`config.mk`:
```
export PLATFORM = sky130hd
export DESIGN_NAME = uart_rx_flat
export DESIGN_NICKNAME = d
export VERILOG_FILES = /design/src/rtl/uart_pkg.sv /design/src/rtl/uart_rx_if.sv /design/src/rtl/sync_2ff.sv /design/src/rtl/uart_rx.sv /design/src/flat_wrapper.sv
export SDC_FILE = /design/constraint.sdc
export NUM_CORES = 1
export LEC_CHECK = 0
export ABC_AREA = 0
export CELL_PAD_IN_SITES_DETAIL_PLACEMENT = 1
export CELL_PAD_IN_SITES_GLOBAL_PLACEMENT = 1
export CORE_ASPECT_RATIO = 2
export CORE_UTILIZATION = 45
export CTS_CLUSTER_SIZE = 8
export DETAILED_ROUTE_END_ITERATION = 8
export PLACE_DENSITY = 0.82
export SETUP_SLACK_MARGIN = 0.3
export SKIP_CTS_REPAIR_TIMING = 1
export SYNTH_ARGS = -nofsm -noshare
export SYNTH_HDL_FRONTEND = slang
export SYNTH_SLANG_ARGS = --single-unit
```
`constraint.sdc`:
```
create_clock -name clk -period 2.7 [get_ports clk]
set_input_delay 0.405 -clock clk [delete_from_list [all_inputs] [get_ports clk]]
set_output_delay 0.405 -clock clk [all_outputs]
set_load 0.05 [all_outputs]
```
`src/rtl/uart_pkg.sv`:
```
// Shared UART definitions: frame width, receiver state encoding and baud divisor helper.
package uart_pkg;

    localparam int data_bits = 8;

    typedef enum logic [2:0] {
        IDLE      = 3'd0,
        START     = 3'd1,
        DATA      = 3'd2,
        STOP      = 3'd3,
        WAIT_IDLE = 3'd4
    } rx_state_t;

    // Whole clock cycles per serial bit; the remainder shows up as baud error.
    function automatic int calc_clks_per_bit(input int f_clk, input int baud);
        return f_clk / baud;
    endfunction

endpackage

```
`src/rtl/uart_rx_if.sv`:
```
// Consumer-side handshake and status bundle of the UART receiver.
interface uart_rx_if;
    import uart_pkg::*;

    logic [data_bits-1:0] rx_data;
    logic                 rx_valid;
    logic                 rx_ready;
    logic                 frame_err;
    logic                 overrun;
    logic                 busy;

    modport master (
        output rx_data, rx_valid, frame_err, overrun, busy,
        input  rx_ready
    );

    modport slave (
        input  rx_data, rx_valid, frame_err, overrun, busy,
        output rx_ready
    );

endinterface

```
`src/rtl/sync_2ff.sv`:
```
// Two-flop synchronizer for a single asynchronous level; resets to 1 (line idle).
module sync_2ff (
    input  logic clk,
    input  logic rst,
    input  logic d,
    output logic q
);
    logic meta_q, meta_d;
    logic sync_q, sync_d;

    always_comb begin
        meta_d = d;
        sync_d = meta_q;
    end

    always_ff @(posedge clk or negedge rst) begin
        if (!rst) begin
            meta_q <= 1'b1;
            sync_q <= 1'b1;
        end else begin
            meta_q <= meta_d;
            sync_q <= sync_d;
        end
    end

    assign q = sync_q;

endmodule

```
`src/rtl/uart_rx.sv`:
```
// 8N1 UART receiver: mid-bit sampling of the synchronized line, byte handed out
// on a valid/ready register with framing-error and overrun pulses.
module uart_rx
    import uart_pkg::*;
#(
    parameter int clk_hz    = 50_000_000,
    parameter int baud_rate = 115_200
) (
    input  logic      clk,
    input  logic      rst,
    input  logic      rxd,
    uart_rx_if.master rx_if
);
    localparam int CLKS_PER_BIT = calc_clks_per_bit(clk_hz, baud_rate);
    localparam int HALF_BIT     = CLKS_PER_BIT / 2;
    localparam int TMR_W        = (CLKS_PER_BIT > 1) ? $clog2(CLKS_PER_BIT) : 1;
    localparam int IDX_W        = $clog2(data_bits);

    localparam logic [TMR_W-1:0] FULL_TC  = TMR_W'(CLKS_PER_BIT - 1);
    localparam logic [TMR_W-1:0] HALF_TC  = TMR_W'(HALF_BIT - 1);
    localparam logic [IDX_W-1:0] LAST_IDX = IDX_W'(data_bits - 1);

    localparam logic [2:0] S_IDLE      = IDLE;
    localparam logic [2:0] S_START     = START;
    localparam logic [2:0] S_DATA      = DATA;
    localparam logic [2:0] S_STOP      = STOP;
    localparam logic [2:0] S_WAIT_IDLE = WAIT_IDLE;

    logic                 rxd_s;
    logic [2:0]           state_q, state_d;
    logic [TMR_W-1:0]     timer_q, timer_d;
    logic [IDX_W-1:0]     bit_idx_q, bit_idx_d;
    logic [data_bits-1:0] shift_q, shift_d;
    logic [data_bits-1:0] rx_data_q, rx_data_d;
    logic                 rx_valid_q, rx_valid_d;
    logic                 frame_err_q, frame_err_d;
    logic                 overrun_q, overrun_d;
    logic                 tick_full, tick_half;
    logic                 byte_done;

    sync_2ff u_sync (
        .clk (clk),
        .rst (rst),
        .d   (rxd),
        .q   (rxd_s)
    );

    assign tick_full = (timer_q == FULL_TC);
    assign tick_half = (timer_q == HALF_TC);

    always_comb begin
        state_d     = state_q;
        timer_d     = timer_q;
        bit_idx_d   = bit_idx_q;
        shift_d     = shift_q;
        rx_data_d   = rx_data_q;
        rx_valid_d  = rx_valid_q;
        frame_err_d = 1'b0;
        overrun_d   = 1'b0;
        byte_done   = 1'b0;

        if (rx_valid_q && rx_if.rx_ready) begin
            rx_valid_d = 1'b0;
        end

        case (state_q)
            S_IDLE: begin
                if (!rxd_s) begin
                    state_d = S_START;
                    timer_d = '0;
                end
            end
            S_START: begin
                if (tick_half) begin
                    timer_d = '0;
                    // A start bit that is high again at its midpoint was a glitch.
                    if (!rxd_s) begin
                        state_d   = S_DATA;
                        bit_idx_d = '0;
                    end else begin
                        state_d = S_IDLE;
                    end
                end else begin
                    timer_d = timer_q + 1'b1;
                end
            end
            S_DATA: begin
                if (tick_full) begin
                    timer_d          = '0;
                    shift_d[bit_idx_q] = rxd_s;
                    if (bit_idx_q == LAST_IDX) begin
                        state_d = S_STOP;
                    end else begin
                        bit_idx_d = bit_idx_q + 1'b1;
                    end
                end else begin
                    timer_d = timer_q + 1'b1;
                end
            end
            S_STOP: begin
                if (tick_full) begin
                    timer_d = '0;
                    // Leaving at mid-stop leaves half a bit to catch the next start edge.
                    if (rxd_s) begin
                        state_d   = S_IDLE;
                        byte_done = 1'b1;
                    end else begin
                        state_d     = S_WAIT_IDLE;
                        frame_err_d = 1'b1;
                    end
                end else begin
                    timer_d = timer_q + 1'b1;
                end
            end
            S_WAIT_IDLE: begin
                if (rxd_s) begin
                    state_d = S_IDLE;
                end
            end
            default: begin
                state_d = S_IDLE;
            end
        endcase

        if (byte_done) begin
            if (!rx_valid_q || rx_if.rx_ready) begin
                rx_data_d  = shift_q;
                rx_valid_d = 1'b1;
            end else begin
                overrun_d = 1'b1;
            end
        end
    end

    always_ff @(posedge clk or negedge rst) begin
        if (!rst) begin
            state_q     <= S_IDLE;
            timer_q     <= '0;
            bit_idx_q   <= '0;
            shift_q     <= '0;
            rx_data_q   <= '0;
            rx_valid_q  <= 1'b0;
            frame_err_q <= 1'b0;
            overrun_q   <= 1'b0;
        end else begin
            state_q     <= state_d;
            timer_q     <= timer_d;
            bit_idx_q   <= bit_idx_d;
            shift_q     <= shift_d;
            rx_data_q   <= rx_data_d;
            rx_valid_q  <= rx_valid_d;
            frame_err_q <= frame_err_d;
            overrun_q   <= overrun_d;
        end
    end

    assign rx_if.rx_data   = rx_data_q;
    assign rx_if.rx_valid  = rx_valid_q;
    assign rx_if.frame_err = frame_err_q;
    assign rx_if.overrun   = overrun_q;
    assign rx_if.busy      = (state_q != S_IDLE);

endmodule

```
`src/flat_wrapper.sv`:
```
// flat-port wrapper written by rule: the top's interface ports become plain ports
module uart_rx_flat import uart_pkg::*;
#(
    parameter int clk_hz    = 50_000_000,
    parameter int baud_rate = 115_200
)
  (clk, rst, rxd, rx_if_rx_data, rx_if_rx_valid, rx_if_frame_err, rx_if_overrun, rx_if_busy, rx_if_rx_ready);
  uart_rx_if rx_if_i ();
  input  logic clk;
  input  logic rst;
  input  logic rxd;
  output wire logic [$bits(rx_if_i.rx_data)-1:0] rx_if_rx_data;
  output wire logic [$bits(rx_if_i.rx_valid)-1:0] rx_if_rx_valid;
  output wire logic [$bits(rx_if_i.frame_err)-1:0] rx_if_frame_err;
  output wire logic [$bits(rx_if_i.overrun)-1:0] rx_if_overrun;
  output wire logic [$bits(rx_if_i.busy)-1:0] rx_if_busy;
  input wire logic [$bits(rx_if_i.rx_ready)-1:0] rx_if_rx_ready;
  assign rx_if_rx_data = rx_if_i.rx_data;
  assign rx_if_rx_valid = rx_if_i.rx_valid;
  assign rx_if_frame_err = rx_if_i.frame_err;
  assign rx_if_overrun = rx_if_i.overrun;
  assign rx_if_busy = rx_if_i.busy;
  assign rx_if_i.rx_ready = rx_if_rx_ready;
  uart_rx #(.clk_hz(clk_hz), .baud_rate(baud_rate)) u_core (.clk(clk), .rst(rst), .rxd(rxd), .rx_if(rx_if_i));
endmodule
```
# Word-level counts from Yosys, hierarchy flattened
# Index checks and enable logic that the tools add are counted.
# word_totals
register_bits	36
latch_bits	0
mem_bits_rw	0
mem_bits_ro	0
inputBits	4
out_inout_bits	12
elab_cells	75
memories	0
# op_classes
addsub	2
mul	0
div_mod_pow	0
n_lt_le_gt_ge	2
eq_ne	15
n_shift	0
n_mux	32
bitwise_logic	0
n_reduce_logical	14
# op_table
operator	n
$mux W3	11
$mux W9	3
$pmux W9 S3	1
$pmux W3 S5	1
$mux W1	12
$add A9 B1 Y9 const B	1
$eq A9 B8 Y1 const B	1
$eq A9 B9 Y1 const B	1
$bwmux W8	1
$ne A2 B1 Y1 const B	4
$ne A2 B2 Y1 const B	4
$eq A3 B2 Y1 const B	2
$eq A3 B3 Y1 const B	2
$pmux W3 S2	1
$reduce_and A2 Y1	3
$reduce_and A6 Y1	1
$reduce_bool A3 Y1	2
$reduce_and A5 Y1	1
$lt A3 B4 Y1 const B	1
$add A3 B1 Y3 const B	1
$demux W1 S3	1
$eq A3 B1 Y1 const B	1
$ge A3 B1 Y1 const B	1
$logic_not A3 Y1	1
6 further kinds	7

# Longest topological paths before layout
# Gate-level depths: netlist of run 1.
# logic_depth
word_depth	5
mapped_depth	7
ltp_nobuf	6

# By module
# A second synthesis of run 1 with hierarchy kept.
# unflattened
hier_cells	165
hier_area_um2	1785.5
# modules_own_cells
mod	instances	cells_per_inst	area_per_inst_um2	seq_area_each_um2
uart_rx	1	163	1732.9	850.8
sync_2ff	1	2	52.6	52.6

# Worst setup path before layout of run 1
# OpenSTA, ideal clock, no wires.
# synth_path
path_kind	register to register
from	register u_core.state_q[1]
to	register u_core.bit_idx_q[1]
setup_time_ps	125
t_arrival_ps	1842
slack_ps	733
stages_incl_launch_ff	5
n_path_buf	0
period_less_slack_ps	1967
cell_sequence	dfrtp_1 -> or3b_1 -> or4_4 -> a22o_4 -> mux2_4
# synth_via
elab_chain_len	3
elab_cells_between_ends	9
classes_between	eq/ne (6); mux (1); reduce/logical (2)
# synth_lines
item	line_no	rtl
start, declared	uart_rx.sv:30	logic [2:0] state_q, state_d;
start signal, assigned	uart_rx.sv:146	state_q <= state_d;
$eq A3 B2 Y1 / $eq A3 B1 Y1 (equally long branches)	uart_rx.sv:66	case (state_q)
$ne A2 B1 Y1 (no source line), or another cell as far along	--	
$reduce_and A5 Y1 (no source line)	--	
end signal, assigned	uart_rx.sv:148	bit_idx_q <= bit_idx_d;
end, declared	uart_rx.sv:32	logic [IDX_W-1:0] bit_idx_q, bit_idx_d;
# Parallel ways exist; a longest one is shown, timed or not.
# A chain may end at the register's enable or synchronous reset.

# Worst setup path in the final report of run 1
# layout_path
from	register u_core.state_q[0]
to	output rx_if_busy
# layout_via
elab_chain_len	1
# layout_lines
item	line_no	rtl
$reduce_bool A3 Y1	uart_rx.sv:161	assign rx_if.busy = (state_q != S_IDLE);
end, declared	flat_wrapper.sv:16	output wire logic [$bits(rx_if_i.busy)-1:0] rx_if_busy;
# Every way passes these cells.

==> impl_metrics.json, run 1 <==
{
  "p_leak_nw": 0.931,
  "final-max-slew-violation-count": 0,
  "post-synth-top-count-cell": "sky130_fd_sc_hd__dfrtp_1",
  "n_antenna_cell": 0,
  "drt-total-wl_mm": 3.85,
  "clk_transition_reported_paths_ns": 0.07,
  "setup.worst_path.start_class": "flop",
  "syn-cell-area_sq_mm": 0.00180,
  "grt_pass1_wl_mm": 6.64,
  "power-per-cell-area_mw_per_mm2": 441,
  "asyncSetResetFlopFracSynth_pct": 100,
  "drtAntennaViolNets": 0,
  "cts_sinks": 36,
  "synth_sequential_area_ratio_pct": 50.2,
  "synth.top_cell.area_share_pct": 47.3,
  "drc": 0,
  "cts.path.max_buffers": 2,
  "ys_seq_elements": 36,
  "synth_top_cells_by_count": "34 x sky130_fd_sc_hd__dfrtp_1, 19 x sky130_fd_sc_hd__nand2_1, 15 x sky130_fd_sc_hd__mux2_2",
  "layoutNonFillerInstCount": 234,
  "worst-endpoint-required_ns": 2.30,
  "synthesis.yosys.warnings": 0,
  "vias": 1335,
  "timing.final.crit_share_pct": 83.7,
  "cp_max_fo": 11,
  "layout_stage_area_growth_over_the_synthesis_result_pct": 15.2,
  "irDropWorstVdd_uv": 334,
  "status": "completed",
  "timing.critical_path.arrival_ns": 1.85,
  "first_pass_iters": 4,
  "synth_ff_type": "sky130_fd_sc_hd__dfrtp_1",
  "dp_cell_count": 227,
  "filler_cells_inserted": 447,
  "min_path_type": "reg2reg",
  "critPathCaptureType": "primary output",
  "floorplan.die.height_um": 91.4,
  "layout.area.seq_sq_um": 903,
  "die_footprint_sq_mm": 0.00427,
  "power.share.sequential_pct": 59.8,
  "tritoncts": "built",
  "io_pins": 16,
  "clkPwrFrac_pct": 38.3,
  "groute.usage.overall_pct": 21.5,
  "design.final.nets": 192,
  "crit_type": "reg2out",
  "initialDrtViolationCount": 25,
  "synth_fp_nets": 176,
  "synth_top_area_cell": "sky130_fd_sc_hd__dfrtp_1",
  "clock_tree.htree_level_count": 2,
  "ys_top_cells_by_area": "sky130_fd_sc_hd__dfrtp_1 47%, sky130_fd_sc_hd__mux2_2 9.4%, sky130_fd_sc_hd__nand2_1 4.0%",
  "power.internal_mw": 0.723,
  "max_clock_freq_mhz": 443,
  "gpl.final_weighted_congestion": 0.800,
  "cts_root_buffer": "sky130_fd_sc_hd__clkbuf_8",
  "clock_latency_ns": 0.29,
  "post_route_cells_drive_above_1_share_pct": 16.9,
  "synth_edf_count": 0,
  "final_period_minus_worst_setup_slack_ns": 2.26,
  "floorplan.rows": 32,
  "antenna_found_initial": 0,
  "worst_pin_slew_ns": 0.554,
  "global_route_congestion_overflow_total": 0,
  "syn_inst": 167,
  "timing.max_cap.violations": 0,
  "grt_pass1_vias": 1449,
  "net_sw_share_pct": 20.8,
  "post-dp-hpwl_mm": 2.89,
  "grt_start_max_net_pins": 37,
  "clock-skew-final_ns": 0.00825,
  "placement.io_buffers": 15,
  "avg_synthesized_cell_area_sq_um": 10.8,
  "initial_core_util_pct": 46.8,
  "rsz_0062_raised_after_global_routing": "no",
  "slew_headroom_pct": 62.9,
  "final-setup-viol-count": 0,
  "cts_buffers": 5,
  "netSwitchingPower_mw": 0.190,
  "post_drt_wl_per_cell_um": 16.4,
  "fin_setup_tns_ns": 0,
  "viasPerCell": 5.71,
  "multi_input_comb_area_sq_um": 850,
  "timing_hold_violations_final": 0,
  "yosysUniqueCellTypes": 40,
  "power_frac_comb_pct": 1.8,
  "die_width_um": 46.7,
  "coreArea_sq_mm": 0.00384
}
cell families after synthesis:
logic type	share of synthesized area, %
muxes	11.1
AOI/OAI and AO/OA	13.0
and+or+nand+nor	19.7
adders and majority gates	3.48
buffers and inverters	2.50
DFF	50.2
path summary, 6_finish.rpt:
check | startpoint | endpoint | slack [ns] | depth (start not counted)
max | u_core.state_q[0]$_DFFE_PN0P_ | rx_if_busy | 0.44 | 2
min | u_core.u_sync.meta_q$_DFF_PN1_ | u_core.u_sync.q$_DFF_PN1_ | 0.36 | 0
max reg2reg | u_core.bit_idx_q[1]$_DFFE_PN0P_ | u_core.bit_idx_q[2]$_DFFE_PN0P_ | 0.55 | 6
min reg2reg | u_core.u_sync.meta_q$_DFF_PN1_ | u_core.u_sync.q$_DFF_PN1_ | 0.36 | 0
max in group asynchronous | rst | u_core.u_sync.meta_q$_DFF_PN1_ | 1.83 | 2
min in group asynchronous | rst | u_core.rx_if.rx_valid$_DFF_PN0_ | 0.54 | 2
per-stage QoR:
step / area, sq um / power, mW / setup WS, ns / hold WS (ns) / util, %
floorplan: 1800 / 0.556 / 0.733 / 0.109 / -
global route: 2070 / 0.951 / 0.376 / 0.367 / 53.9
detailed placement: 1990 / 0.574 / 0.543 / 0.347 / 51.9
finish: 2070 / 0.913 / 0.441 / 0.357 / 53.9
CTS: 2070 / 0.927 / 0.422 / 0.357 / 53.9
global placement: 1990 / 0.573 / 0.633 / 0.346 / 51.9
final cells by class:
cell class	count	share of cell area, %
Clock inverter	1	0.242
Multi-Input combinational cell	120	41.0
Timing Repair Buffer	17	7.98
Inverter	3	0.544
Sequential cell	36	43.6
Clock buffer	6	3.50
Tap cell	51	3.08
state kept, by name, summed over array words and instances, names as in the netlist:
signal and count:
u_core.u_sync.q 1, u_core.timer_q 9, u_core.rx_if.overrun 1, u_core.bit_idx_q 3, u_core.u_sync.meta_q 1, u_core.shift_q 8, u_core.state_q 3, u_core.rx_if.rx_valid 1
u_core.rx_if.frame_err 1, u_core.rx_if.rx_data 8
worst max-delay path, stage by stage, from the launching register on:
cell                              delay, ns
sky130_fd_sc_hd__dfrtp_1               0.48
sky130_fd_sc_hd__or3_1                 0.38
sky130_fd_sc_hd__clkdlybuf4s50_1       0.70
routing by layer:
metal,GRT usage [%],routed length (um),up-vias
li1,-,-,635
met1,21.6,1440,679
met2,39.1,2260,14
met3,4.17,69,7
met4,9.29,81,0
met5,0,0,-
cell usage in the layout, fill, tap and decap left out, types with 3 or more instances in the layout:
master                             n
sky130_fd_sc_hd__nand2b_1          3
sky130_fd_sc_hd__and2_1            3
sky130_fd_sc_hd__inv_1             3
sky130_fd_sc_hd__nand2_1          19
sky130_fd_sc_hd__o21ai_0          12
sky130_fd_sc_hd__nor2_1            7
sky130_fd_sc_hd__nor3_1            5
sky130_fd_sc_hd__clkdlybuf4s50_1  15
sky130_fd_sc_hd__clkbuf_8          5
sky130_fd_sc_hd__nor3b_1           3
sky130_fd_sc_hd__ha_1              5
sky130_fd_sc_hd__o211ai_1          4
sky130_fd_sc_hd__nand3b_1          4
sky130_fd_sc_hd__mux2_2           15
sky130_fd_sc_hd__dfrtp_1          34
sky130_fd_sc_hd__nand3_1           6
sky130_fd_sc_hd__a21oi_1           4
power groups by stage:
| stage | logic (mW) | clock network [mW] | registers [mW] |
|---|---|---|---|
| 2_1_floorplan | 0.00271 | 0 | 0.554 |
| 3_3_place_gp | 0.0173 | 0 | 0.556 |
| 3_5_place_dp | 0.0177 | 0 | 0.556 |
| 4_1_cts | 0.0177 | 0.364 | 0.546 |
| 5_1_grt | 0.0197 | 0.385 | 0.546 |
| 6_report | 0.0168 | 0.350 | 0.546 |
(Power assumes the default switching activity.)
==> inputs of run 2 (changes only) <==
==> constraint.sdc (replaced) <==
create_clock -name clk -period 2.1 [get_ports clk]
set_input_delay 0.315 -clock clk [delete_from_list [all_inputs] [get_ports clk]]
set_output_delay 0.315 -clock clk [all_outputs]
set_load 0.05 [all_outputs]
==> run 2 against run 1 <==
Against the previous run: worst setup slack got worse by 0.36 ns; non-clock buffer count rose by 12; register-to-register slack got worse by 0.47 ns; count of clock-buffer cells in the layout did not move; sequential power rose by 28%; worst hold slack improved by 0.012 ns; final cell count rose by 5.6%; sequential share of layout area fell by 4.6 points.
==> impl_metrics.json, run 2 (synthesis gave the netlist of run 1 again) <==
{
  "initialDrtViolationCount": 25,
  "post-place-ws_ns": -0.00153,
  "io_pins": 16,
  "p_leak_nw": 1.14,
  "clock_tree.htree_level_count": 2,
  "worst_pin_slew_ns": 0.528,
  "timing.critical_path.arrival_ns": 2.19,
  "grt_pass1_wl_mm": 7.02,
  "coreArea_sq_mm": 0.00384,
  "antenna_found_initial": 0,
  "hold_path_startpoint": "u_core.u_sync.meta_q$_DFF_PN1_",
  "cp_max_fo": 3,
  "registers.top_by_ff_count": "u_core.timer_q",
  "cts.path.max_buffers": 2,
  "grt_pass1_vias": 1478,
  "timing.max_cap.violations": 0,
  "dp_cell_count": 233,
  "cts_sinks": 36,
  "post_route_cells_drive_above_1_share_pct": 31.1,
  "finalCoreUtilization_pct": 60.3,
  "vias": 1408,
  "drc": 0,
  "critical_path.reg2reg.startpoint": "u_core.state_q[1]$_DFFE_PN0P_",
  "design.final.nets": 204,
  "final-setup-viol-count": 0,
  "slew_headroom_pct": 64.7,
  "layout.cells.most_common": "sky130_fd_sc_hd__dfrtp_1",
  "global_route_congestion_overflow_total": 0,
  "n_antenna_cell": 0,
  "clk_transition_reported_paths_ns": 0.07,
  "worst_path_largest_cell_delay_ns": 0.53,
  "drtAntennaViolNets": 0,
  "crit_type": "reg2reg",
  "rsz_0062_raised_after_global_routing": "yes",
  "final_period_minus_worst_setup_slack_ns": 2.02,
  "power-per-cell-area_mw_per_mm2": 572,
  "cp_top_family": "simple AND/OR/NAND/NOR gates",
  "worst-endpoint-required_ns": 2.27,
  "tritoncts": "built",
  "setup.worst_path.start_class": "flop",
  "worst_hold_slack_ns": 0.369,
  "first_pass_iters": 4,
  "grt_start_max_net_pins": 37,
  "crit_slowest_cell": "sky130_fd_sc_hd__or4_4",
  "layoutNonFillerInstCount": 247,
  "placement.io_buffers": 15,
  "timing.critical_path.buf_inv": 0,
  "commonest_cells_after_routing_fill_and_taps_aside": "33 x sky130_fd_sc_hd__dfrtp_1, 19 x sky130_fd_sc_hd__nand2_1, 15 x sky130_fd_sc_hd__buf_4",
  "timing_hold_violations_final": 0,
  "worst_slack_ns": 0.0767,
  "die_footprint_sq_mm": 0.00427,
  "floorplan.die.height_um": 91.4,
  "status": "completed",
  "cts_root_buffer": "sky130_fd_sc_hd__clkbuf_8",
  "layout_stage_area_growth_over_the_synthesis_result_pct": 28.8,
  "viasPerCell": 5.70,
  "post-dp-hpwl_mm": 3.19,
  "min_path_type": "reg2reg",
  "drt-total-wl_mm": 4.91,
  "final-max-slew-violation-count": 0,
  "timing.critical_path.from": "u_core.state_q[1]$_DFFE_PN0P_",
  "clock_latency_ns": 0.29,
  "die_width_um": 46.7,
  "initial_core_util_pct": 46.8,
  "irDropWorstVdd_uv": 439,
  "post_drt_wl_per_cell_um": 19.9,
  "cts_buffers": 5,
  "critPathCaptureType": "flop",
  "critical_path.cell_chain": "or3b_4, or4_4, a22o_4, mux2_4",
  "floorplan.rows": 32,
  "largest_register_ff_count": 9,
  "max_clock_freq_mhz": 494,
  "groute.usage.overall_pct": 23.2,
  "clock-skew-final_ns": 0.00888,
  "gpl.final_weighted_congestion": 0.833,
  "timing.final.crit_share_pct": 96.3
}
## run 2: cell type report
class | instances | area (sq um)
clock buffer | 6 | 72.6
clock inverter | 2 | 35.0
fill | 419 | 1530
inverter | 3 | 11.3
multi-input combinational | 120 | 958
sequential | 36 | 905
tap | 51 | 63.8
timing repair buffer | 29 | 270
## run 2: final timing paths
path	end	slack, ns	cells after the start
setup / recovery	u_core.bit_idx_q[1]$_DFFE_PN0P_	0.08	4
max in group asynchronous	u_core.u_sync.q$_DFF_PN1_	1.31	2
hold / removal	u_core.u_sync.q$_DFF_PN1_	0.37	0
setup reg to reg	u_core.bit_idx_q[1]$_DFFE_PN0P_	0.08	4
min in group asynchronous	u_core.shift_q[3]$_DFFE_PN0P_	0.43	2
hold reg to reg	u_core.u_sync.q$_DFF_PN1_	0.37	0
## run 2: routing by layer
layer  GRT usage (%)  vias up  wire [um]  part of all wire [%]
met4            8.57        0        144                   2.9
met5               0        -          0                     0
met3            4.17       11         93                   1.9
met1            24.2      711       1760                    36
li1                -      666          -                     -
met2            42.4       20       2910                    59
## run 2: power breakdown
part | internal, mW | switching (mW)
Clock | 0.352 | 0.246
Combinational | 0.00818 | 0.0201
Sequential | 0.697 | 0.00111
Total | 1.06 | 0.267
## run 2: metrics by stage
step                      setup TNS [ns]  cell area [sq um]  power (mW)
after floorplan                        0               1800       0.715
after detailed placement        -0.00153               2040       0.739
after CTS                        -0.0331               2140        1.34
final                                  0               2320        1.32
after global placement                 0               2040       0.738
after global routing                   0               2320        1.37
==> inputs of run 3 (changes only) <==
--- a/config.mk
+++ b/config.mk
@@ -9,10 +9,10 @@
 export CELL_PAD_IN_SITES_DETAIL_PLACEMENT = 1
 export CELL_PAD_IN_SITES_GLOBAL_PLACEMENT = 1
 export CORE_ASPECT_RATIO = 2
-export CORE_UTILIZATION = 45
+export CORE_UTILIZATION = 40
 export CTS_CLUSTER_SIZE = 8
 export DETAILED_ROUTE_END_ITERATION = 8
-export PLACE_DENSITY = 0.82
+export PLACE_DENSITY = 0.78
 export SETUP_SLACK_MARGIN = 0.3
 export SKIP_CTS_REPAIR_TIMING = 1
 export SYNTH_ARGS = -nofsm -noshare
==> constraint.sdc (replaced) <==
create_clock -name clk -period 1.85 [get_ports clk]
set_input_delay 0.2775 -clock clk [delete_from_list [all_inputs] [get_ports clk]]
set_output_delay 0.2775 -clock clk [all_outputs]
set_load 0.05 [all_outputs]
==> run 3 against run 2 <==
Against the previous run: the run now ends with setup timing left; utilization decreased by 3.4 points; flip-flop and latch count unchanged; sequential power is 13% higher; combinational power up 20%; die area up 12%; clock skew grew 0.0024 ns; first-iteration DRC count rose by 72%; via count up 7.9%; worst hold slack worse by 0.011 ns; power is 7.0% higher; largest cell class unchanged; fmax rose by 2.7%; count of clock-buffer cells in the layout unchanged.
==> impl_metrics.json, run 3 (synthesis gave the netlist of run 1 again) <==
{
  "final_period_minus_worst_setup_slack_ns": 1.97,
  "worst_slack_ns": -0.119,
  "status": "finished with violations",
  "floorplan.die.height_um": 96.8,
  "initialDrtViolationCount": 43,
  "dp_cell_count": 250,
  "post_route_cells_drive_above_1_share_pct": 37.4,
  "tritoncts": "built",
  "drtAntennaViolNets": 0,
  "drc": 0,
  "post-dp-hpwl_mm": 3.50,
  "placement.io_buffers": 15,
  "clk_transition_reported_paths_ns": 0.08,
  "crit_type": "reg2reg",
  "irDropWorstVdd_uv": 510,
  "first_pass_iters": 4,
  "r2r.worst_path.cells": 6,
  "viasPerCell": 5.84,
  "final-max-slew-violation-count": 0,
  "timing_hold_violations_final": 0,
  "antenna_found_initial": 0,
  "p_leak_nw": 1.31,
  "final-setup-viol-count": 11,
  "cts_buffers": 5,
  "design.final.nets": 214,
  "cts_root_buffer": "sky130_fd_sc_hd__clkbuf_8",
  "groute.usage.overall_pct": 21.4,
  "min_path_type": "reg2reg",
  "post_drt_wl_per_cell_um": 21.0,
  "hold_path_startpoint": "u_core.u_sync.meta_q$_DFF_PN1_",
  "clock-skew-final_ns": 0.0113,
  "grt_pass1_vias": 1670,
  "layoutNonFillerInstCount": 260,
  "worst_pin_slew_ns": 0.521,
  "failed_checks": "setup timing",
  "timing.rr.end": "u_core.bit_idx_q[1]$_DFFE_PN0P_",
  "min_path_cells": 0,
  "power-per-cell-area_mw_per_mm2": 574,
  "cts.path.max_buffers": 2,
  "worst-endpoint-required_ns": 2.02,
  "slew_headroom_pct": 64.4,
  "drt-total-wl_mm": 5.47,
  "n_antenna_cell": 0,
  "global_route_congestion_overflow_total": 0,
  "timing.final.crit_share_pct": 106,
  "die_footprint_sq_mm": 0.00478,
  "finalCoreUtilization_pct": 56.8,
  "largest_register_ff_count": 9,
  "clock_tree.htree_level_count": 2,
  "die_width_um": 49.4,
  "filler_cells_inserted": 479,
  "coreArea_sq_mm": 0.00434,
  "gpl.final_weighted_congestion": 0.785,
  "critPathCaptureType": "flop",
  "setup.worst_path.start_class": "flop",
  "cts_sinks": 36,
  "timing.critical_path.arrival_ns": 2.14,
  "grt_pass1_wl_mm": 7.79,
  "io_pins": 16,
  "floorplan.rows": 34,
  "critical_path.reg2reg.startpoint": "u_core.bit_idx_q[0]$_DFFE_PN0P_",
  "commonest_cells_after_routing_fill_and_taps_aside": "34 x sky130_fd_sc_hd__dfrtp_1, 20 x sky130_fd_sc_hd__buf_4, 18 x sky130_fd_sc_hd__nand2_1",
  "grt_start_max_net_pins": 37,
  "cp_max_fo": 3,
  "initial_core_util_pct": 41.4,
  "registers.top_by_ff_count": "u_core.timer_q",
  "r2r_setup_slack_ns": -0.12,
  "timing.max_cap.violations": 0,
  "max_clock_freq_mhz": 508,
  "rsz_0062_raised_after_global_routing": "yes",
  "min_to": "u_core.u_sync.q$_DFF_PN1_",
  "layout.cells.most_common": "sky130_fd_sc_hd__dfrtp_1",
  "vias": 1519,
  "clock_latency_ns": 0.29,
  "layout_stage_area_growth_over_the_synthesis_result_pct": 37.2
}
run 3: cell types whose count changed in the layout (fill, tap and decap cells not counted), sizes merged:
cell,change
buf,+10
clkdlybuf4s50,-4
dlymetal6s2s,+4
bufinv,-1
clkinv,+1
run 3: layer usage:
layer,track usage (%),part of all wire (%),wire [um]
met5,0,0,0
met4,13.4,4.4,241
met3,4.25,2.3,124
met2,40.5,58,3170
met1,19.7,35,1940
run 3: worst max path at each step:
stage / startpoint / endpoint / slack (ns) / cells past startpoint
after global placement: u_core.bit_idx_q[0]$_DFFE_PN0P_ / u_core.bit_idx_q[2]$_DFFE_PN0P_ / -0.12 / 6
after CTS: u_core.bit_idx_q[0]$_DFFE_PN0P_ / u_core.bit_idx_q[1]$_DFFE_PN0P_ / -0.23 / 6
after detailed placement: u_core.bit_idx_q[0]$_DFFE_PN0P_ / u_core.bit_idx_q[1]$_DFFE_PN0P_ / -0.21 / 6
after floorplan: u_core.state_q[1]$_DFFE_PN0P_ / u_core.bit_idx_q[1]$_DFFE_PN0P_ / -0.09 / 4
final: u_core.bit_idx_q[0]$_DFFE_PN0P_ / u_core.bit_idx_q[1]$_DFFE_PN0P_ / -0.12 / 6
after global routing: u_core.bit_idx_q[0]$_DFFE_PN0P_ / u_core.bit_idx_q[2]$_DFFE_PN0P_ / -0.18 / 6
run 3: area by class of cell:
| class | count | area, sq um | share of cell area, % |
|---|---|---|---|
| inverter | 3 | 11.3 | 0.457 |
| clock buffer | 6 | 82.6 | 3.35 |
| multi-input combinational | 120 | 1010 | 41.1 |
| timing repair buffer | 39 | 378 | 15.3 |
| tap | 54 | 67.6 | 2.74 |
| clock inverter | 2 | 10.0 | 0.406 |
| sequential | 36 | 903 | 36.6 |
run 3: power by group:
group	switching (mW)	internal (mW)
sequential	0.000883	0.790
clock	0.294	0.297
combinational	0.0243	0.00936
total	0.319	1.10
run 3: critical path, cell delays in order (launching register included):
cell and delay (ns):
sky130_fd_sc_hd__dfrtp_1 0.40, sky130_fd_sc_hd__ha_1 0.23, sky130_fd_sc_hd__ha_1 0.25, sky130_fd_sc_hd__nor4b_4 0.25
sky130_fd_sc_hd__nand3_1 0.15, sky130_fd_sc_hd__a22o_4 0.27, sky130_fd_sc_hd__mux2_4 0.30
run 3: stage by stage:
stage	setup TNS (ns)	total power [mW]	hold WS, ns	instance area, sq um	setup WS [ns]
after global placement	-0.547	0.838	0.347	2210	-0.123
after global routing	-2.51	1.46	0.357	2470	-0.179
after CTS	-2.27	1.42	0.357	2300	-0.235
final	-0.571	1.42	0.357	2470	-0.119
after detailed placement	-1.92	0.840	0.352	2210	-0.208
after floorplan	-0.172	0.812	-0.0181	1860	-0.0861
